==> config.mk <==
export PLATFORM = sky130hd
export DESIGN_NAME = disp_src_arbiter
export DESIGN_NICKNAME = d
export VERILOG_FILES = /design/src/rtl/disp_pkg.sv /design/src/rtl/rr_pick.sv /design/src/rtl/disp_src_arbiter.sv
export SDC_FILE = /design/constraint.sdc
export NUM_CORES = 1
export LEC_CHECK = 0
export ABC_CLOCK_PERIOD_IN_PS = 3700
export BUFFER_PORTS_ARGS = -buffer_cell sky130_fd_sc_hd__buf_2
export CORE_MARGIN = 4
export CORE_UTILIZATION = 43
export DETAILED_ROUTE_END_ITERATION = 8
export GPL_TIMING_DRIVEN = 0
export PLACE_DENSITY = 0.83
export REMOVE_ABC_BUFFERS = 1
export SYNTH_ARGS = -nofsm -noshare
export SYNTH_HDL_FRONTEND = slang
export SYNTH_HIERARCHICAL = 1
export SYNTH_SLANG_ARGS = --single-unit
==> constraint.sdc <==
create_clock -name clk -period 3.7 [get_ports clk]
set_clock_uncertainty 0.2 [all_clocks]
set_input_delay 0.37 -clock clk [delete_from_list [all_inputs] [get_ports clk]]
set_output_delay 0.37 -clock clk [all_outputs]
set_load 0.005 [all_outputs]
==> src/rtl/disp_pkg.sv <==
// Shared types for the display source arbiter: FSM states, the latched display word
// and the "all decimal points off" pattern.
package disp_pkg;

  typedef enum logic {
    ARB  = 1'b0,
    HOLD = 1'b1
  } disp_arb_state_e;

  typedef struct packed {
    logic [31:0] val;
    logic [7:0]  dp;
  } disp_word_t;

  localparam logic [7:0] DISP_DP_OFF = 8'hFF;

endpackage

==> src/rtl/rr_pick.sv <==
// Combinational round-robin picker: first asserted request at or after ptr, wrapping
// modulo NREQ.
module rr_pick #(
  parameter int NREQ = 4
) (
  input  logic [NREQ-1:0] req,
  input  logic [2:0]      ptr,
  output logic [2:0]      grant,
  output logic            any_valid
);

  logic [7:0] req_pad;
  logic [3:0] idx;
  logic       found;

  assign req_pad = 8'(req);

  // ptr is always below NREQ, so ptr+k stays below 2*NREQ and one subtraction wraps it
  always_comb begin
    grant     = 3'd0;
    any_valid = |req;
    found     = 1'b0;
    idx       = 4'd0;
    for (int k = 0; k < NREQ; k++) begin
      idx = {1'b0, ptr} + 4'(k);
      if (idx >= 4'(NREQ)) idx = idx - 4'(NREQ);
      if (!found && req_pad[idx[2:0]]) begin
        grant = idx[2:0];
        found = 1'b1;
      end
    end
  end

endmodule

==> src/rtl/disp_src_arbiter.sv <==
// Round-robin arbiter sharing the 8-digit display between NREQ debug sources, holding
// each winner for DWELL_CYCLES. Optional macro DISP_ID_TAG_EN tags digit 7 with the source id.
//
// state | meaning
// ARB   | waiting for any req_valid; grant and latch on the same edge
// HOLD  | winner displayed; dwell counter runs down to 0
module disp_src_arbiter
  import disp_pkg::*;
#(
  parameter int NREQ         = 4,
  parameter int DWELL_CYCLES = 50_000_000
) (
  input  logic               clk,
  input  logic               reset_n,
  input  logic [NREQ-1:0]    req_valid,
  input  logic [NREQ*32-1:0] req_data,
  input  logic [NREQ*8-1:0]  req_dp,
  output logic [NREQ-1:0]    req_ready,
  output logic [31:0]        disp_val,
  output logic [7:0]         dp_out,
  output logic [2:0]         active_id,
  output logic               active_vld
);

  localparam int CW = (DWELL_CYCLES < 1) ? 1 : $clog2(DWELL_CYCLES + 1);

  disp_arb_state_e state, state_nxt;
  logic [2:0]      ptr;
  logic [CW-1:0]   cnt;
  disp_word_t      word_r;
  logic [2:0]      grant;
  logic            any_valid;
  logic            take;

  rr_pick #(.NREQ(NREQ)) u_pick (
    .req       (req_valid),
    .ptr       (ptr),
    .grant     (grant),
    .any_valid (any_valid)
  );

  // reset_n gates the handshake so no requester sees ready while reset is held
  always_comb begin
    state_nxt = state;
    take      = 1'b0;
    req_ready = '0;
    case (state)
      ARB: begin
        if (any_valid && reset_n) begin
          take      = 1'b1;
          req_ready = {{(NREQ-1){1'b0}}, 1'b1} << grant;
          state_nxt = HOLD;
        end
      end
      HOLD: begin
        if (cnt == '0) state_nxt = ARB;
      end
      default: state_nxt = ARB;
    endcase
  end

  always_ff @(posedge clk or negedge reset_n) begin
    if (!reset_n) begin
      state      <= ARB;
      ptr        <= 3'd0;
      cnt        <= '0;
      word_r.val <= 32'd0;
      word_r.dp  <= DISP_DP_OFF;
      active_id  <= 3'd0;
      active_vld <= 1'b0;
    end else begin
      state <= state_nxt;
      if (take) begin
        word_r.val <= req_data[32*grant +: 32];
        word_r.dp  <= req_dp[8*grant +: 8];
        active_id  <= grant;
        active_vld <= 1'b1;
        ptr        <= (32'(grant) + 1 >= NREQ) ? 3'd0 : grant + 3'd1;
        cnt        <= CW'(DWELL_CYCLES - 1);
      end else if (state == HOLD && cnt != '0) begin
        cnt <= cnt - 1'b1;
      end
    end
  end

`ifdef DISP_ID_TAG_EN
  // tag only once something was accepted, so reset values stay clean
  assign disp_val = active_vld ? {1'b0, active_id, word_r.val[27:0]} : word_r.val;
  assign dp_out   = active_vld ? {1'b0, word_r.dp[6:0]} : word_r.dp;
`else
  assign disp_val = word_r.val;
  assign dp_out   = word_r.dp;
`endif

endmodule

# Word level (Yosys, flattened, before mapping)
# Cells that the tools add are included.
totals:
  ff_bits: 74
  in_bits: 166
  elab_cells: 70
op_classes:
  n_addsub: 10
  order_cmp: 9
  n_shift: 3
  muxes: 28
  n_bitwise: 1
  n_reduce_logical: 12
ops:
  columns: ["operator", "count"]
  rows:
  - ["$shiftx A128 B9 Y32", 1]
  - ["$mux W26", 2]
  - ["$shiftx A32 B7 Y8", 1]
  - ["$mux W3", 9]
  - ["$logic_not A26 Y1", 1]
  - ["$reduce_bool A26 Y1", 1]
  - ["$sub A26 B1 Y26 const B", 1]
  - ["$ge A4 B3 Y1 const B", 4]
  - ["$lt A3 B4 Y1 const B", 4]
  - ["$bmux W1 S3", 4]
  - ["$sub A3 B3 Y3 const B", 4]
  - ["$mux W1", 10]
  - ["$add A3 B1 Y4 const B", 2]
  - ["$add A3 B2 Y4 const B", 2]
  - ["$mux W4", 2]
  - ["$logic_and A1 B1 Y1", 5]
  - ["$reduce_or A4 Y1", 1]
  - ["$shl A1 B3 Y4 const A", 1]
  - ["$add A3 B1 Y3 const B", 1]
  - ["$ge A3 B3 Y1 const B", 1]
  - ["$logic_not A1 Y1", 3]
  - ["$pmux W1 S2", 1]
  - ["$reduce_bool A2 Y1", 1]
  - ["$not A1 Y1", 1]

# Logic depth before layout (Yosys ltp)
logic_depth:
  word_depth: 17
  depth_mapped: 13
  ltp_nobuf: 10

# By module
# The synthesis kept the hierarchy.
by_module_without_submodules:
  columns: ["mod", "instances", "cells_each", "area_each_um2", "seq_area_each_um2"]
  rows:
  - ["disp_src_arbiter", 1, 325, 4201.5, 1861.8]
  - ["rr_pick", 1, 34, 271.5, 0.0]

# Worst setup path after synthesis
# OpenSTA, ideal clock, no wires.
synth_timing:
  path_type: "flip-flop to flip-flop"
  startpoint: "reg ptr[0]"
  endpoint: "reg word_r, in the netlist disp_val[12]"
  setup_ns: 0.121
  t_arrival_ns: 3.346
  path_slack_ns: 0.033
  path_stages_with_launch: 11
  path_cell_list: "dfrtp_1 -> buf_4 -> inv_1 -> ha_1 -> mux4_2 -> o21bai_1 -> a311oi_1 -> clkbuf_1 -> buf_2 -> mux4_2 -> a22o_1"
synth_via:
  elab_chain_cells: 15
  elab_cells_between_ends: 37
synth_lines:
  columns: ["item", "line", "text"]
  rows:
  - ["from (decl)", "disp_src_arbiter.sv:28", "logic [2:0] ptr;"]
  - ["from (signal assigned)", "disp_src_arbiter.sv:78", "ptr <= (32'(grant) + 1 >= NREQ) ? 3'd0 : grant + 3'd1;"]
  - ["branches (longest 13 deep; another with $add A3 B1 Y4)", null, null]
  - ["$mux W3 (*)", "rr_pick.sv:27", "if (!found && req_pad[idx[2:0]]) begin"]
  - ["via grant[0]", "disp_src_arbiter.sv:31", "logic [2:0] grant;"]
  - ["$shiftx A128 B9 Y32 (*)", "disp_src_arbiter.sv:74", "word_r.val <= req_data[32*grant +: 32];"]
  - ["to (decl)", "disp_src_arbiter.sv:30", "disp_word_t word_r;"]
# Mark *: on every way through the listed nets, which the timed path passes. The select of a mux whose other input is x is not followed.
# A chain may end at the register's enable or synchronous reset.

# Worst setup path after layout
layout_timing:
  startpoint: "reg ptr[1]"
  endpoint: "out req_ready[2]"
layout_via:
  elab_chain_cells: 17
  elab_cells_between_ends: 39
layout_lines:
  columns: ["item", "line", "text"]
  rows:
  - ["branches (longest 13 deep; another with $add A3 B1 Y4)", null, null]
  - ["$mux W3 (*)", "rr_pick.sv:27", null]
  - ["via grant[0]", "disp_src_arbiter.sv:31", null]
  - ["$shl A1 B3 Y4 (*)", "disp_src_arbiter.sv:51", "req_ready = {{(NREQ-1){1'b0}}, 1'b1} << grant;"]
  - ["$mux W4 (*)", "disp_src_arbiter.sv:49", "if (any_valid && reset_n) begin"]
  - ["$mux W4 (*)", "disp_src_arbiter.sv:47", "case (state)"]
  - ["to (decl)", "disp_src_arbiter.sv:18", "output logic [NREQ-1:0] req_ready,"]
# Marks and branches as above.

==> results.txt <==
Count of state elements after synthesis: 74. The worst-margin pin slew is 1330 ps, and the source-to-sink clock delay at the later pin of the worst-skew pair is 340 ps. Wires add up to 13600 µm.

The logs give 68 for the pin count of the biggest net entering global routing and 0 for the reported max-cap violation count. The number of antenna violations at the first check in global routing was 2; the remaining design rule violation count was 0. The maximum fanout along the worst path was 6. The class of the tightest hold or removal check was input port to flop. Row generation in the floorplan step produced 36 rows.

The detailed router finished its first iteration with 192 violations. In this run the horizontal extent of the chip is 110 µm. For the worst setup path, the data required time is 3130 ps.

The maximum level of the CTS H-tree was 3. The flow ran to the end, and the final reports show no timing, DRC or antenna violations. The tools report the capturing element type of the critical path as an output port. The initial core utilization is 0.449, and the post-route minimum period is 3510 ps. The run gives 0 as the number of pins with negative max-slew slack in the final report. Routability-driven placement finished with a final weighted congestion of 0.856. The run gives 0.114 as the headroom to the max-slew limit.

Leaving out fill and tap cells, the most frequent cell in the layout is buf_2. Setup repair after global routing left no endpoint under its margin. The standby leakage power is 2.78 nW, and the number of primary I/O pins is 214.

The relative area change from synthesis to final layout was 34.7%. The core utilization of the finished layout was 0.605. The run gives 10200 µm as the placed wire-length estimate after detailed placement.

The first global-routing pass estimated 20600 µm of wire. The filler cells instantiated in the layout total 789. The cell at the root of the clock tree is clkbuf_8. The final layout contains 744 nets.

The worst setup path is launched from a flop. Using the TritonRoute via totals, the vias-per-cell ratio works out to 5.76. Average wire per cell in the routed design: 19.2 µm. The run gives 74 as the total number of clock tree sinks. The setup total negative slack is 0 ps. The routed via count is 4080, and the post-synthesis instance area is 4470 µm².

Across the VDD grid, the largest voltage drop is 248 µV. For the instance count of the mapped netlist, the log shows 359. The number of buffer cells added on primary ports works out to 213. The average instance area after synthesis was 12.5 µm².

The top cell types in the final layout, fill and taps aside, are buf_2, dfrtp_1, mux4_2, a22o_1, nand2_1. For the overall die area, the log shows 12100 µm². Setup violations remaining at the end of the flow were counted as 0. The pre-antenna-repair detailed-routing pass consisted of 4 iterations. Yosys mapped the design onto 56 distinct sky130hd cell types. The cell area power density came out at 378 nW/µm².

TritonCTS built the clock tree. The setup path with the least slack is of type flop to output port. The via count of the first global-routing pass was 4040; the standard cell core area was 9950 µm². The share of synthesized flip-flops with an asynchronous set or reset works out to 1.00. In this run, placement finished with an instance count of 681. The detail route stage leaves a number of antenna-violating nets equal to 0. Clock-pin slew was measured on the worst setup and hold paths at 80 ps.

The share of layout cells above drive strength 1 is 0.554, and the minimum hold slack is 256 ps. The clock passes through at most 2 buffers. In the final layout, the multi-input gates occupy 2490 µm². The number of hold violations in the final report came out at 0. The logs give 708 for the non-filler instance count after layout and 0.221 for the overall fraction of global-route tracks in use. Yosys mapped a number of flops with a built-in enable equal to 0. The final cycle utilization of the critical path works out to 0.949. Among all flip-flop cells after synthesis, the most frequent one is dfrtp_1.

The number of clock buffers added by TritonCTS is 9. The number of warnings issued by yosys is 6, and the fmax is 0.285 GHz. In this run the vertical extent of the chip is 110 µm. The sequential cells in the finished layout cover a total of 1860 µm².

Sequential area share after synthesis: 0.416. For this run the aggregate overflow at the end of global routing stands at 0. The critical path data arrival time was 2940 ps.
-- synthesized netlist by cell type, types with 2 or more instances --
cell	number	share of area
nand3_2	2	0.0045
and2_1	2	0.0028
buf_4	3	0.0050
o21ai_0	10	0.011
or3_4	2	0.0050
buf_2	6	0.0067
mux4_2	41	0.21
o21ai_1	4	0.0045
dfstp_2	8	0.047
nand2_1	22	0.018
nor2_1	22	0.018
inv_1	7	0.0059
mux2_2	3	0.0076
or3_1	4	0.0056
nor4_4	2	0.0095
and3_1	3	0.0042
o311ai_0	2	0.0039
a22o_1	40	0.078
o31ai_1	5	0.0084
or4_1	2	0.0034
or3_2	2	0.0034
dfrtp_1	66	0.37
nand3_1	10	0.011
clkbuf_1	16	0.013
nor3_1	6	0.0067
mux2i_1	9	0.020
xor2_1	6	0.012
a21oi_1	7	0.0078
nor4_1	5	0.0070
or2_2	2	0.0028
o211ai_1	5	0.0084
nand4_1	4	0.0056
ha_1	8	0.022
-- path summary, 6_finish.rpt --
kind	slack (ps)	start	depth (start not counted)	endpoint
min in group asynchronous	330	reset_n	2	cnt[18]$_DFFE_PN0P_
setup reg to reg	250	ptr[1]$_DFFE_PN0P_	9	disp_val[16]$_DFFE_PN0P_
max in group asynchronous	2400	reset_n	3	disp_val[23]$_DFFE_PN0P_
hold / removal	260	req_data[64]	3	disp_val[0]$_DFFE_PN0P_
setup / recovery	190	ptr[1]$_DFFE_PN0P_	10	req_ready[2]
hold reg to reg	260	active_vld$_DFFE_PN0P_	1	active_vld$_DFFE_PN0P_
-- critical path, cell delays in order, from the launching register on --
cell and delay [ps]:
dfrtp_2 380, inv_1 80, ha_4 310, mux4_2 550, nor3b_2 200, a311oi_4 340, buf_8 150, inv_1 90
ha_1 210, and3_1 160, buf_2 120
-- state kept, by name (all words and copies together), names as in the netlist --
signal	count
cnt	26
active_id	3
active_vld	1
dp_out	8
disp_val	32
ptr	3
state	1
-- through the flow --
| step | power [mW] | worst slack, ps | instance area (µm²) |
|---|---|---|---|
| finish | 2.28 | 188 | 6020 |
| CTS | 2.29 | 7.40 | 5980 |
| global placement | 1.51 | -7560 | 5570 |
| global route | 2.39 | 82.9 | 6020 |
| floorplan | 1.32 | -5370 | 4330 |
| detailed placement | 1.52 | -775 | 5670 |
-- kinds of logic after synthesis --
kind of cell | Yosys count | share of synthesized area
compound gates | 81 | 0.139
xor+xnor | 6 | 0.0117
fa+ha+maj | 8 | 0.0224
buf+inv | 35 | 0.0372
flops | 74 | 0.416
mux | 54 | 0.240
other cells | 1 | 0.000838
simple gates | 100 | 0.133
-- report_power, final --
| part | switching [mW] | leakage (nW) | total [mW] | internal, mW |
|---|---|---|---|---|
| registers | 0.0657 | 0.878 | 0.942 | 0.877 |
| clock network | 0.306 | 0.116 | 0.754 | 0.448 |
| logic | 0.245 | 1.78 | 0.582 | 0.338 |
| total | 0.616 | 2.78 | 2.28 | 1.66 |
-- per-layer routing --
| metal | part of all wire | vias to the layer above | GRT usage | wire, µm |
|---|---|---|---|---|
| li1 | - | 1836 | - | - |
| met5 | 0.00096 | - | 0 | 13 |
| met4 | 0.018 | 2 | 0.0703 | 238 |
| met3 | 0.066 | 25 | 0.0530 | 892 |
| met1 | 0.39 | 2038 | 0.279 | 5250 |
| met2 | 0.53 | 179 | 0.377 | 7180 |
-- cell type report --
type,count,area share
Antenna cell,1,0.000415
Clock buffer,9,0.0206
Sequential cell,74,0.310
Tap cell,133,0.0276
Clock inverter,6,0.0191
Multi-Input combinational cell,250,0.414
Inverter,7,0.00436
Timing Repair Buffer,228,0.204
-- timing repair --
action | in CTS | in global routing
pin swaps | 1 | 1
hold buffers | 2 | 0
setup endpoints to repair | 46 | 29
buffers inserted | 6 | 4
gates resized for setup | 3 | 1
endpoints found under the hold margin | 44 | 0
(Power assumes the default switching activity.)
